$ cat src/rtl/fila_sched.sv
// Transfer scheduler between the deserializer and the fila queue: enqueue/dequeue strobes, round-robin arbitration, own occupancy count.
// Latency: enqueue strobe one cycle after data_ready is sampled in IDLE; dequeue strobe two edges after a dequeue_in rising edge.
// Backpressure: when full, data_ready is not acked; with FILA_SCHED_DROP_EN defined, the word is acked and discarded instead.
module fila_sched #(
  parameter int DEPTH = 8,
  parameter int LEN_W = 8
) (
  input  logic             clk_10KHz,
  input  logic             reset,
  input  logic             data_ready,
  input  logic             dequeue_in,
  output logic             ack_out,
  output logic             enqueue_out,
  output logic             dequeue_out,
  output logic [LEN_W-1:0] len_out,
  output logic             full_out,
  output logic             empty_out
`ifdef FILA_SCHED_DROP_EN
  ,
  output logic [LEN_W-1:0] drop_cnt_out
`endif
);

  typedef enum logic [1:0] {IDLE, ENQ, WAIT_REL, DEQ} state_t;

  state_t           state_q, state_d;
  logic [LEN_W-1:0] len_q, len_d;
  logic             ack_q, ack_d;
  logic             enq_q, enq_d;
  logic             deq_q, deq_d;
  logic             full_q, full_d;
  logic             empty_q, empty_d;
  logic             deq_pend_q, deq_pend_d;
  logic             rr_q, rr_d;         // 0: ENQ wins the next tie, 1: DEQ wins
  logic             dq_in_q;            // previous dequeue_in, for edge detection
  logic             deq_rise;
  logic             enq_elig;
  logic             deq_elig;
  logic             grant_enq;
  logic             grant_deq;
`ifdef FILA_SCHED_DROP_EN
  logic [LEN_W-1:0] drop_q, drop_d;
`endif

  assign deq_rise = dequeue_in & ~dq_in_q;
`ifdef FILA_SCHED_DROP_EN
  assign enq_elig = data_ready;
`else
  assign enq_elig = data_ready & ~full_q;
`endif
  assign deq_elig = deq_pend_q & ~empty_q;

  // Next-state, arbitration and registered-output values for the scheduler FSM.
  always_comb begin
    state_d    = state_q;
    len_d      = len_q;
    ack_d      = 1'b0;
    enq_d      = 1'b0;
    deq_d      = 1'b0;
    deq_pend_d = deq_pend_q;
    rr_d       = rr_q;
    grant_enq  = 1'b0;
    grant_deq  = 1'b0;
`ifdef FILA_SCHED_DROP_EN
    drop_d     = drop_q;
`endif
    case (state_q)
      IDLE: begin
        if (enq_elig && deq_elig) begin
          grant_enq = ~rr_q;
          grant_deq = rr_q;
          rr_d      = ~rr_q;
        end else begin
          grant_enq = enq_elig;
          grant_deq = deq_elig;
        end
        // A request against an empty queue is simply discarded.
        if (deq_pend_q && empty_q) begin
          deq_pend_d = 1'b0;
        end
      end
      ENQ: begin
        state_d = WAIT_REL;
        ack_d   = 1'b1;
      end
      WAIT_REL: begin
        if (data_ready) begin
          ack_d = 1'b1;
        end else begin
          state_d = IDLE;
        end
      end
      DEQ: begin
        state_d    = IDLE;
        deq_pend_d = 1'b0;
      end
      default: state_d = IDLE;
    endcase

    if (grant_enq) begin
      state_d = ENQ;
      ack_d   = 1'b1;
      if (!full_q) begin
        enq_d = 1'b1;
        len_d = len_q + LEN_W'(1);
      end
`ifdef FILA_SCHED_DROP_EN
      else if (drop_q != {LEN_W{1'b1}}) begin
        drop_d = drop_q + LEN_W'(1);
      end
`endif
    end
    if (grant_deq) begin
      state_d = DEQ;
      deq_d   = 1'b1;
      len_d   = len_q - LEN_W'(1);
    end

    // A new edge always wins over a clear so it is never lost.
    if (deq_rise) begin
      deq_pend_d = 1'b1;
    end

    full_d  = (len_d == LEN_W'(DEPTH));
    empty_d = (len_d == '0);
  end

  // State, occupancy and output registers with synchronous reset.
  always_ff @(posedge clk_10KHz) begin
    if (reset) begin
      state_q    <= IDLE;
      len_q      <= '0;
      ack_q      <= 1'b0;
      enq_q      <= 1'b0;
      deq_q      <= 1'b0;
      full_q     <= 1'b0;
      empty_q    <= 1'b1;
      deq_pend_q <= 1'b0;
      rr_q       <= 1'b0;
      dq_in_q    <= 1'b0;
`ifdef FILA_SCHED_DROP_EN
      drop_q     <= '0;
`endif
    end else begin
      state_q    <= state_d;
      len_q      <= len_d;
      ack_q      <= ack_d;
      enq_q      <= enq_d;
      deq_q      <= deq_d;
      full_q     <= full_d;
      empty_q    <= empty_d;
      deq_pend_q <= deq_pend_d;
      rr_q       <= rr_d;
      dq_in_q    <= dequeue_in;
`ifdef FILA_SCHED_DROP_EN
      drop_q     <= drop_d;
`endif
    end
  end

  assign ack_out     = ack_q;
  assign enqueue_out = enq_q;
  assign dequeue_out = deq_q;
  assign len_out     = len_q;
  assign full_out    = full_q;
  assign empty_out   = empty_q;
`ifdef FILA_SCHED_DROP_EN
  assign drop_cnt_out = drop_q;
`endif

endmodule

$ cat config.mk
export PLATFORM = sky130hd
export DESIGN_NAME = fila_sched
export DESIGN_NICKNAME = d
export VERILOG_FILES = /design/src/rtl/fila_sched.sv
export SDC_FILE = /design/constraint.sdc
export NUM_CORES = 1
export LEC_CHECK = 0
export CORE_MARGIN = 5
export CORE_UTILIZATION = 38
export DETAILED_ROUTE_END_ITERATION = 10
export SYNTH_ARGS = -nofsm -noshare
export SYNTH_HDL_FRONTEND = slang
export SYNTH_SLANG_ARGS = --single-unit
$ cat constraint.sdc
create_clock -name clk_10KHz -period 3.5 [get_ports clk_10KHz]
set_input_delay 0.7 -clock clk_10KHz [delete_from_list [all_inputs] [get_ports clk_10KHz]]
set_output_delay 0.7 -clock clk_10KHz [all_outputs]
set_load 0.05 [all_outputs]
Word-level counts from Yosys, hierarchy flattened
Cells that the tools add are included.

word-level totals
  register bits after elaboration = 18
  input port bits = 4
  output and inout port bits = 13
  word-level logic and storage cells = 55

operators by class
  $add $sub $neg = 2
  equality and inequality tests = 6
  multiplexer cells = 19
  bitwise operators = 8
  reduce and logical (&&, ||, !) cells = 10

operators by type and width
  operator                                                                count
  8-bit 2-to-1 mux                                                        3
  1-bit 2-to-1 mux                                                        10
  8-bit by 1-bit adder with 8-bit output (second input constant)          1
  8-bit by 4-bit equality test with 1-bit output (second input constant)  1
  8-bit logical NOT                                                       1
  8-bit by 1-bit subtractor with 8-bit output (second input constant)     1
  2-bit 2-to-1 mux                                                        3
  2-bit case mux with 3 select lines                                      1
  2-bit AND reduction                                                     3
  1-bit NOT                                                               5
  5-bit nonzero test                                                      1
  2-bit equality test (second input constant)                             2
  4-bit inequality test (second input constant)                           1
  1-bit case mux with 2 select lines                                      2
  1-bit bitwise AND                                                       3
  3-bit inequality test (second input constant)                           1
  3-bit nonzero test                                                      1
  2-bit by 1-bit equality test with 1-bit output (second input constant)  1
  1-bit logical AND                                                       2
  2-bit logical NOT                                                       1
  2-bit OR reduction                                                      1

Longest topological paths before layout
Gate-level depths: netlist of the first run.

  word-level depth = 8
  gate-level depth with buffers = 8

Least setup slack after synthesis of the first run
No wires, ideal clock.

  path type = register to register
  start = register len_q[1] (netlist: len_out[1])
  end = register empty_q (netlist: empty_out)
  library setup time = 0.087 ns
  arrival = 1.969 ns
  slack = 1.444 ns
  cell stages (with the launch flop) = 7
  path through = dfxtp_1 or4_4 nor4_4 a41oi_1 o31ai_2 nand4b_1 o31ai_1

on the way
  cells in the longest elaborated chain, start to end = 5

RTL lines
  element                                 line  RTL
  start, declared                         27    logic [LEN_W-1:0] len_q, len_d;
  start signal, assigned                  146   len_q <= len_d;
  8-bit by 1-bit adder with 8-bit output  105   len_d = len_q + LEN_W'(1);
  8-bit 2-to-1 mux                        103   if (!full_q) begin
  8-bit 2-to-1 mux                        100   if (grant_enq) begin
  8-bit 2-to-1 mux (*)                    113   if (grant_deq) begin
  8-bit logical NOT (*)                   125   empty_d = (len_d == '0);
  end signal, assigned                    151   empty_q <= empty_d;
  end, declared                           32    logic empty_q, empty_d;

Every way passes the cells marked *; elsewhere a longest branch is shown, timed or not.
A chain may end at the register's enable or synchronous reset.

Final worst setup path of the first run
  start = input port data_ready
  end = register empty_q (netlist: empty_out)

on the way
  cells in the longest elaborated chain, start to end = 7

RTL lines
  element                line  RTL
  start, declared        10    input logic data_ready,
  1-bit bitwise AND (*)  49    assign enq_elig = data_ready & ~full_q;
  1-bit logical AND      69    if (enq_elig && deq_elig) begin
  1-bit 2-to-1 mux       69
  1-bit 2-to-1 mux       67    case (state_q)
  8-bit 2-to-1 mux       100
  8-bit 2-to-1 mux (*)   113
  8-bit logical NOT (*)  125

Marked as above.

==> flow_metrics.tcl, run 1 <==
set metrics [dict create \
    antenna_found_initial 0 \
    rrSetupSlack_ns 1.26 \
    fin_setup_tns_ns 0 \
    rsz0062_at_grt "false" \
    min_path_type "reg -> reg" \
    synth_cells 119 \
    critPathBufInv 1 \
    nNetsFinal 149 \
    synthTopCellsByArea "dfxtp_1 (35%), ha_1 (8.4%), nor2_1 (5.8%), a21oi_1 (3.9%), xnor2_1 (3.4%)" \
    crit_slowest_cell "nor3b_1" \
    grtUsageTotal_pct 13.9 \
    crit_path_end_kind "flop" \
    die_h_um 62.3 \
    rows 19 \
    cts_tree "yes" \
    die_w_um 62.3 \
    drive_gt1_share_pct 5.84 \
    postPlaceCellArea_um2 1230 \
    holdWs_ns 0.536 \
    crit_type "in -> reg" \
    hold_viol_final 0 \
    post_cts_buffers 0 \
    num_vias 909 \
    routed_wl_um 2480 \
    yosysMostFrequentCell "dfxtp_1" \
    yosysWarnings 0 \
    drt_iter0_drc 37 \
    clkTransAtPathRegs_ns 0.11 \
    portBuffers 16 \
    rr_worst_depth 7 \
    ys_seq_area_share_pct 34.7 \
    syn_nets 130 \
    syn_area_um2 1040 \
    drv_slew 0 \
    antenna_left 0 \
    grt_pass1_wl_um 4410 \
    min_from "dq_in_q" \
    final_cell_area_um2 1270 \
    htreeDepth 1 \
    vdd_drop_max_mv 0.317 \
    slew_headroom_pct 56.0 \
    fin_crit_sh_pct 75.1 \
    diodes 0 \
    dp.final_hpwl_um 1810 \
    numCtsBuffers 3 \
    total_power_w 0.000810 \
    reg2reg_to "empty_out" \
    cts-root-buf "clkbuf_4" \
    grt-ovfl-total 0 \
    async_flop_share_pct 0 \
    worst_pin_slew_ns 0.658 \
    synth_edf_count 0 \
    crit_family "simple AND/OR/NAND/NOR gates" \
    grt_max_degree 17 \
    leakagePower_nw 0.508 \
    start_util_pct 38.7 \
    post-route-util_pct 47.2 \
    cp_num_cells 7 \
    p_per_area_nw_per_um2 639 \
    gp_congestion 0.862 \
    arrival_ns 2.85 \
    wl_per_cell_um 14.8 \
    clk_latency_ns 0.31 \
    fmax_mhz 380 \
    synth_common_cells "dfxtp_1 (18), nor2_1 (16), a21oi_1 (8), ha_1 (7)" \
    crit_path_max_incr_delay_ns 0.58 \
    worst_ep_required_time_ns 3.72 \
    cts_resized 0 \
    clockBufferDepth 2 \
    die-area_um2 3880 \
    drv_cap 0 \
    ys_types 42 \
    fin_skew_ns 0.00980 \
    drc 0 \
    netlist.area_leader.share_pct 34.7 \
    setup_viol 0 \
    drtPass1Iterations 4 \
    grt_pass1_vias 937 \
    area_growth_pct 21.9 \
    postCtsHoldBufs 0 \
    hold-path-endpoint "deq_pend_q" \
    synth_top_area_cell "dfxtp_1" \
    detail_route.vias_per_cell 5.41 \
    ys.flop_type "dfxtp_1" \
    clkSinkCount 18 \
    worstSetupStartpointType "input port" \
    status "finished clean" \
    ios 17 \
    min_period_ns 2.63 \
    synth_seq_cells 18 \
    crit_chain "clkdlybuf4s50_1 -> nor3b_1 -> o21ai_0 -> a21o_1 -> xor2_1 -> nand4b_1 -> o31ai_1" \
    hold_depth 3 \
    r2r-start "state_q[0]" \
    coreArea_um2 2690 \
    path_max_fanout 6 \
    syn_avg_cell_area_um2 8.74 \
]
## worst max path at each step
stage,startpoint,end
after floorplan,len_out[1],empty_out
after global placement,data_ready,empty_out
after detailed placement,data_ready,empty_out
after CTS,data_ready,empty_out
after global routing,data_ready,empty_out
final,data_ready,empty_out
## power by group
| group | leakage, nW | switching, W | total (W) | internal, W |
|---|---|---|---|---|
| Combinational | 0.340 | 0.000234 | 0.000392 | 0.000157 |
| Sequential | 0.147 | 0.0000419 | 0.000282 | 0.000240 |
| Clock | 0.0210 | 0.0000729 | 0.000136 | 0.0000635 |
## layout make-up
class | instances | area (µm²)
Sequential cell | 18 | 360
Multi-Input combinational cell | 93 | 649
Fill cell | 278 | 1420
Clock buffer | 4 | 36.3
Tap cell | 31 | 38.8
Inverter | 6 | 22.5
Timing Repair Buffer | 16 | 160
## routing by layer
layer	part of all wire [%]	track usage, %
met2	49	22.8
met4	1.4	5.57
met5	0	0
met3	3.4	4.14
met1	47	16.8
## state kept, by name (all words and copies together), names as in the netlist
name	cells
enqueue_out	1
empty_out	1
deq_pend_q	1
full_out	1
state_q	2
ack_out	1
len_out	8
dq_in_q	1
rr_q	1
dequeue_out	1
## metrics by stage
| stage | worst slack (ns) | cells |
|---|---|---|
| final | 0.871 | 168 |
| after floorplan | 1.44 | 119 |
| after global placement | 0.668 | 164 |
| after detailed placement | 0.674 | 164 |
| after CTS | 0.882 | 168 |
| after global routing | 0.688 | 168 |
## cell usage in the layout, fill, tap and decap left out, drive strengths merged, types with 2 or more instances in the layout
cell type      count
o31ai              2
or3                2
mux2i              2
nor2              16
clkbuf             4
nand4b             3
clkdlybuf4s50     16
nor2b              4
nand3              2
and4b              2
xnor2              4
dfxtp             18
ha                 7
nand3b             2
o21ai              6
a21oi              8
a21o               2
nand2              6
xor2               3
and3               2
inv                6
## worst register-to-register path, cell delays in order, from the launching register on
cell and delay [ns]:
dfxtp_1 0.36, inv_1 0.11, ha_1 0.26, and3b_1 0.28, nand2_1 0.17, o41ai_1 0.58
xor2_1 0.14, o31ai_1 0.25
## logic make-up (layout without fill, tap and decap cells)
| family | count (synthesis) | after routing | synth area share (%) |
|---|---|---|---|
| AO/OA/AOI/OAI | 27 | 27 | 17.3 |
| XOR/XNOR | 7 | 7 | 5.90 |
| adder cells (fa/ha/maj) | 7 | 7 | 8.42 |
| buffers and inverters | 8 | 26 | 2.89 |
| flip-flops | 18 | 18 | 34.7 |
| multiplexers | 2 | 2 | 1.93 |
| AND/OR/NAND/NOR | 50 | 50 | 28.9 |
No activity file was read; power rests on OpenSTA's default activity.
==> run 2, diff against run 1 <==
==> constraint.sdc (replaced) <==
create_clock -name clk_10KHz -period 2.35 [get_ports clk_10KHz]
set_input_delay 0.47 -clock clk_10KHz [delete_from_list [all_inputs] [get_ports clk_10KHz]]
set_output_delay 0.47 -clock clk_10KHz [all_outputs]
set_load 0.05 [all_outputs]
==> run 2 against run 1 <==
  * Design area grew 7.3%
  * First-iteration DRC count decreased by 8.1%
  * Sequential power up 49%
  * Utilization up 3.4 points
  * Die area did not move
  * Power increased by 57%
  * Combinational power up 66%
  * Highest routed layer unchanged
==> flow_metrics.tcl, run 2 (synthesis results as in run 1) <==
set metrics [dict create \
    status "finished clean" \
    arrival_ns 1.68 \
    die-area_um2 3880 \
    wl_per_cell_um 14.3 \
    worst_pin_slew_ns 0.515 \
    routed_wl_um 2570 \
    wl_met2_um 1260 \
    path_max_fanout 7 \
    clkSinkCount 18 \
    holdWs_ns 0.541 \
    num_vias 974 \
    worstSetupStartpointType "flop" \
    p_per_area_nw_per_um2 935 \
    nNetsFinal 161 \
    detail_route.vias_per_cell 5.41 \
    grt_pass1_vias 1036 \
    wl_met3_um 80 \
    portBuffers 16 \
    hold_depth 2 \
    cts-root-buf "clkbuf_4" \
    worst_ep_required_time_ns 1.88 \
    crit_family "buffers and inverters" \
    layout_common_cells "dfxtp_1 (18), nor2_1 (16), clkdlybuf4s50_1 (16)" \
    largest_reg_flops 8 \
    setup_viol 0 \
    hold_viol_final 0 \
    fin_crit_sh_pct 91.5 \
    dp.final_hpwl_um 2030 \
    rows 19 \
    final_common_cell "dfxtp_1" \
    rsz0062_at_grt "false" \
    drt_iter0_drc 34 \
    cp_num_cells 1 \
    grt-ovfl-total 0 \
    crit_path_max_incr_delay_ns 0.87 \
    antenna_left 0 \
    fmax_mhz 465 \
    fin_setup_tns_ns 0 \
    crit_path_end_kind "output pin" \
    drtPass1Iterations 4 \
    leakagePower_nw 0.563 \
    drt-met1-wl_um 1200 \
    clk_latency_ns 0.30 \
    slew_headroom_pct 65.5 \
    grt_max_degree 11 \
    clockBufferDepth 2 \
    fin_skew_ns 0.0109 \
    crit_slowest_cell "clkdlybuf4s50_1" \
    start_util_pct 38.7 \
    vdd_drop_max_mv 0.495 \
    grt_pass1_wl_um 4520 \
    routed.top_layer "met4" \
    coreArea_um2 2690 \
    numCtsBuffers 3 \
    die_h_um 62.3 \
    clkTransAtPathRegs_ns 0.12 \
    drive_gt1_share_pct 14.1 \
    crit_chain "clkdlybuf4s50_1" \
    antenna_found_initial 0 \
    area_growth_pct 30.8 \
    crit_type "reg -> out" \
    ios 17 \
    cts_tree "yes" \
    rr_worst_depth 6 \
    htreeDepth 1 \
    diodes 0 \
    drc 0 \
    gp_congestion 0.769 \
    critPathBufInv 1 \
    drv_cap 0 \
    die_w_um 62.3 \
    grtUsageTotal_pct 13.9 \
    drv_slew 0 \
    min_path_type "reg -> reg" \
    min_period_ns 2.15 \
]
-- run 2: cell count changes in the layout (fill, tap and decap cells not counted), sizes merged --
cell	before	now
buf	0	12
-- run 2: worst reg2reg max path: stages, from the launching register on --
cell	delay, ns
dfxtp_1	0.39
or4_4	0.57
nor4_4	0.28
a41oi_1	0.13
o31ai_2	0.26
nand4b_1	0.15
and4b_1	0.26
-- run 2: per-stage QoR --
stage	instances	cell area, µm²	setup slack [ns]	util, %	power [W]
finish	180	1360	0.199	50.6	0.00127
global route	180	1360	0.0500	50.6	0.00136
CTS	180	1360	0.160	50.5	0.00128
detailed placement	176	1320	-0.0547	49.2	0.00107
global placement	176	1320	-0.0851	49.2	0.00106
floorplan	119	1040	0.294	-	0.000853
-- run 2: worst paths after layout --
check	startpoint	end	slack [ns]
worst max-delay path	len_out[4]	len_out[4]	0.20
worst min-delay path	rr_q	rr_q	0.54
worst min register to register	rr_q	rr_q	0.54
worst max register to register	len_out[1]	full_out	0.23
-- run 2: timing repair --
| action | in CTS | in global routing |
|---|---|---|
| endpoints found under the setup margin | 0 | 2 |
| hold buffers | 0 | 0 |
| gates resized for setup | 0 | 1 |
| buffers inserted | 0 | 0 |
| hold endpoints to repair | 0 | 0 |
-- run 2: where the power goes --
part	total, W	switching (W)	internal, W
clock network	0.000200	0.000106	0.0000945
registers	0.000420	0.0000623	0.000357
logic	0.000652	0.000367	0.000285
-- run 2: layout make-up --
type | instances | area [µm²]
clock buffers | 4 | 36.3
multi-input cells | 93 | 652
flip-flops and latches | 18 | 360
well taps | 31 | 38.8
inverters | 6 | 22.5
repair buffers | 28 | 250
fillers | 270 | 1330
-- run 2: layer usage --
layer / up-vias / track usage [%]
li1: 488 / -
met1: 456 / 16.6
met2: 26 / 24.1
met4: 0 / 5.31
met3: 4 / 2.88
met5: - / 0
==> run 3, diff against run 2 <==
--- a/config.mk
+++ b/config.mk
@@ -6,8 +6,10 @@
 export NUM_CORES = 1
 export LEC_CHECK = 0
 export CORE_MARGIN = 5
-export CORE_UTILIZATION = 38
+export CORE_UTILIZATION = 40
+export CTS_CLUSTER_DIAMETER = 50
 export DETAILED_ROUTE_END_ITERATION = 10
+export PLACE_DENSITY = 0.65
 export SYNTH_ARGS = -nofsm -noshare
 export SYNTH_HDL_FRONTEND = slang
 export SYNTH_SLANG_ARGS = --single-unit
==> run 3 against run 2 <==
  * Sequential power about the same
  * First-iteration DRC count is 12% lower
  * Worst hold slack got worse by 0.0025 ns
  * Sequential cell count did not move
  * Largest cell class unchanged
  * Largest power group unchanged
==> flow_metrics.tcl, run 3 (synthesis results as in run 1) <==
set metrics [dict create \
    fin_crit_sh_pct 93.5 \
    dp.final_hpwl_um 1990 \
    worst_ep_required_time_ns 1.88 \
    crit_type "reg -> out" \
    rr_worst_depth 8 \
    grt_max_degree 11 \
    r2r-start "state_q[0]" \
    final_common_cell "dfxtp_1" \
    fmax_mhz 455 \
    htreeDepth 1 \
    slew_headroom_pct 60.9 \
    final_cell_area_um2 1390 \
    place_ws_ns -0.105 \
    wl_per_cell_um 14.3 \
    clk_latency_ns 0.30 \
    min_from "rr_q" \
    drv_cap 0 \
    worstSetupStartpointType "flop" \
    n_fill_cell 253 \
    grtUsageTotal_pct 15.9 \
    coreArea_um2 2480 \
    vdd_drop_max_mv 0.478 \
    crit_path_end_kind "output pin" \
    drt_iter0_drc 30 \
    path_max_fanout 7 \
    reg2reg_to "empty_out" \
    fin_skew_ns 0.00890 \
    ios 17 \
    min_path_type "reg -> reg" \
    antenna_found_initial 0 \
    setup_viol 0 \
    hold_viol_final 0 \
    grt-ovfl-total 0 \
    crit_chain "clkdlybuf4s50_1" \
    setup_slack_ns 0.152 \
    die-area_um2 3720 \
    hold-path-endpoint "rr_q" \
    cts_tree "yes" \
    drc 0 \
    drtPass1Iterations 4 \
    clkSinkCount 18 \
    crit_slowest_cell "clkdlybuf4s50_1" \
    nNetsFinal 165 \
    antenna_left 0 \
    die_w_um 61.0 \
    portBuffers 16 \
    arrival_ns 1.73 \
    worst_pin_slew_ns 0.583 \
    min_period_ns 2.20 \
    status "finished clean" \
    rsz0062_at_grt "false" \
    cts-root-buf "clkbuf_4" \
    rows 18 \
    grt_pass1_vias 939 \
    start_util_pct 42.0 \
    detail_route.vias_per_cell 5.48 \
    crit_path_max_incr_delay_ns 0.88 \
    crit_family "buffers and inverters" \
    clkTransAtPathRegs_ns 0.10 \
    grt_pass1_wl_um 4240 \
    rrSetupSlack_ns 0.24 \
    post-route-util_pct 56.1 \
    die_h_um 61.0 \
    drive_gt1_share_pct 16.3 \
    area_growth_pct 33.6 \
    diodes 0 \
    num_vias 1003 \
    clockBufferDepth 2 \
    largest_reg_flops 8 \
    p_per_area_nw_per_um2 913 \
    drv_slew 0 \
    critPathBufInv 1 \
    postPlaceCellArea_um2 1340 \
    routed_wl_um 2620 \
    hold_depth 2 \
    gp_congestion 0.844 \
    leakagePower_nw 0.581 \
    numCtsBuffers 3 \
    layout_common_cells "dfxtp_1 (18), nor2_1 (16), clkdlybuf4s50_1 (16), buf_4 (16), a21oi_1 (8)" \
]
==> run 3: changes by cell type in the layout (fill, tap and decap cells not counted), sizes merged <==
cell	change
buf	+4
==> run 3: layer usage <==
metal,track usage [%],wire [µm],vias to the layer above
met1,21.0,1280,460
met5,0,0,-
met3,4.04,156,7
li1,-,-,502
met4,9.29,68,0
met2,23.2,1110,34
==> run 3: cell type report <==
type	instances	area, µm²	share of cell area, %
flip-flops and latches	18	360	25.9
well taps	30	37.5	2.70
inverters	6	22.5	1.62
multi-input cells	93	652	46.9
repair buffers	32	280	20.2
clock buffers	4	36.3	2.61
==> run 3: how the worst max path moves through the flow <==
stage | startpoint | to | slack, ns | cells after the start
after floorplan | len_out[1] | empty_out | 0.29 | 6
after global routing | state_q[0] | empty_out | 0.05 | 8
after global placement | data_ready | empty_out | -0.13 | 7
final | len_out[4] | len_out[4] | 0.15 | 1
after detailed placement | data_ready | empty_out | -0.11 | 8
after CTS | state_q[0] | empty_out | 0.12 | 8
==> run 3: metrics by stage <==
step / TNS, ns / std cells / total power, W / hold slack [ns]
2_1_floorplan: 0 / 119 / 0.000853 / 0.480
3_3_place_gp: -0.298 / 177 / 0.00106 / 0.509
3_5_place_dp: -0.224 / 177 / 0.00107 / 0.517
4_1_cts: 0 / 181 / 0.00127 / 0.536
5_1_grt: 0 / 183 / 0.00136 / 0.563
6_report: 0 / 183 / 0.00127 / 0.539
==> run 3: worst reg2reg max path, stage by stage, from the launching register on <==
cell	delay, ns
dfxtp_1	0.35
inv_1	0.11
ha_2	0.24
nand3b_1	0.19
nor4_4	0.35
a41oi_1	0.14
o31ai_2	0.28
nand4b_1	0.14
o31ai_1	0.24
==> run 3: where the power goes <==
| part | total [W] | internal, W | switching, W | leakage [nW] |
|---|---|---|---|---|
| clock network | 0.000196 | 0.0000944 | 0.000102 | 0.0210 |
| registers | 0.000421 | 0.000357 | 0.0000632 | 0.147 |
| logic | 0.000651 | 0.000288 | 0.000364 | 0.413 |
| total | 0.00127 | 0.000739 | 0.000529 | 0.581 |
==> run 3: timing repair <==
action / 4_1_cts / 5_1_grt
gates resized for setup: 0 / 1
hold buffers: 0 / 0
endpoints found under the setup margin: 0 / 2
buffers inserted: 0 / 2
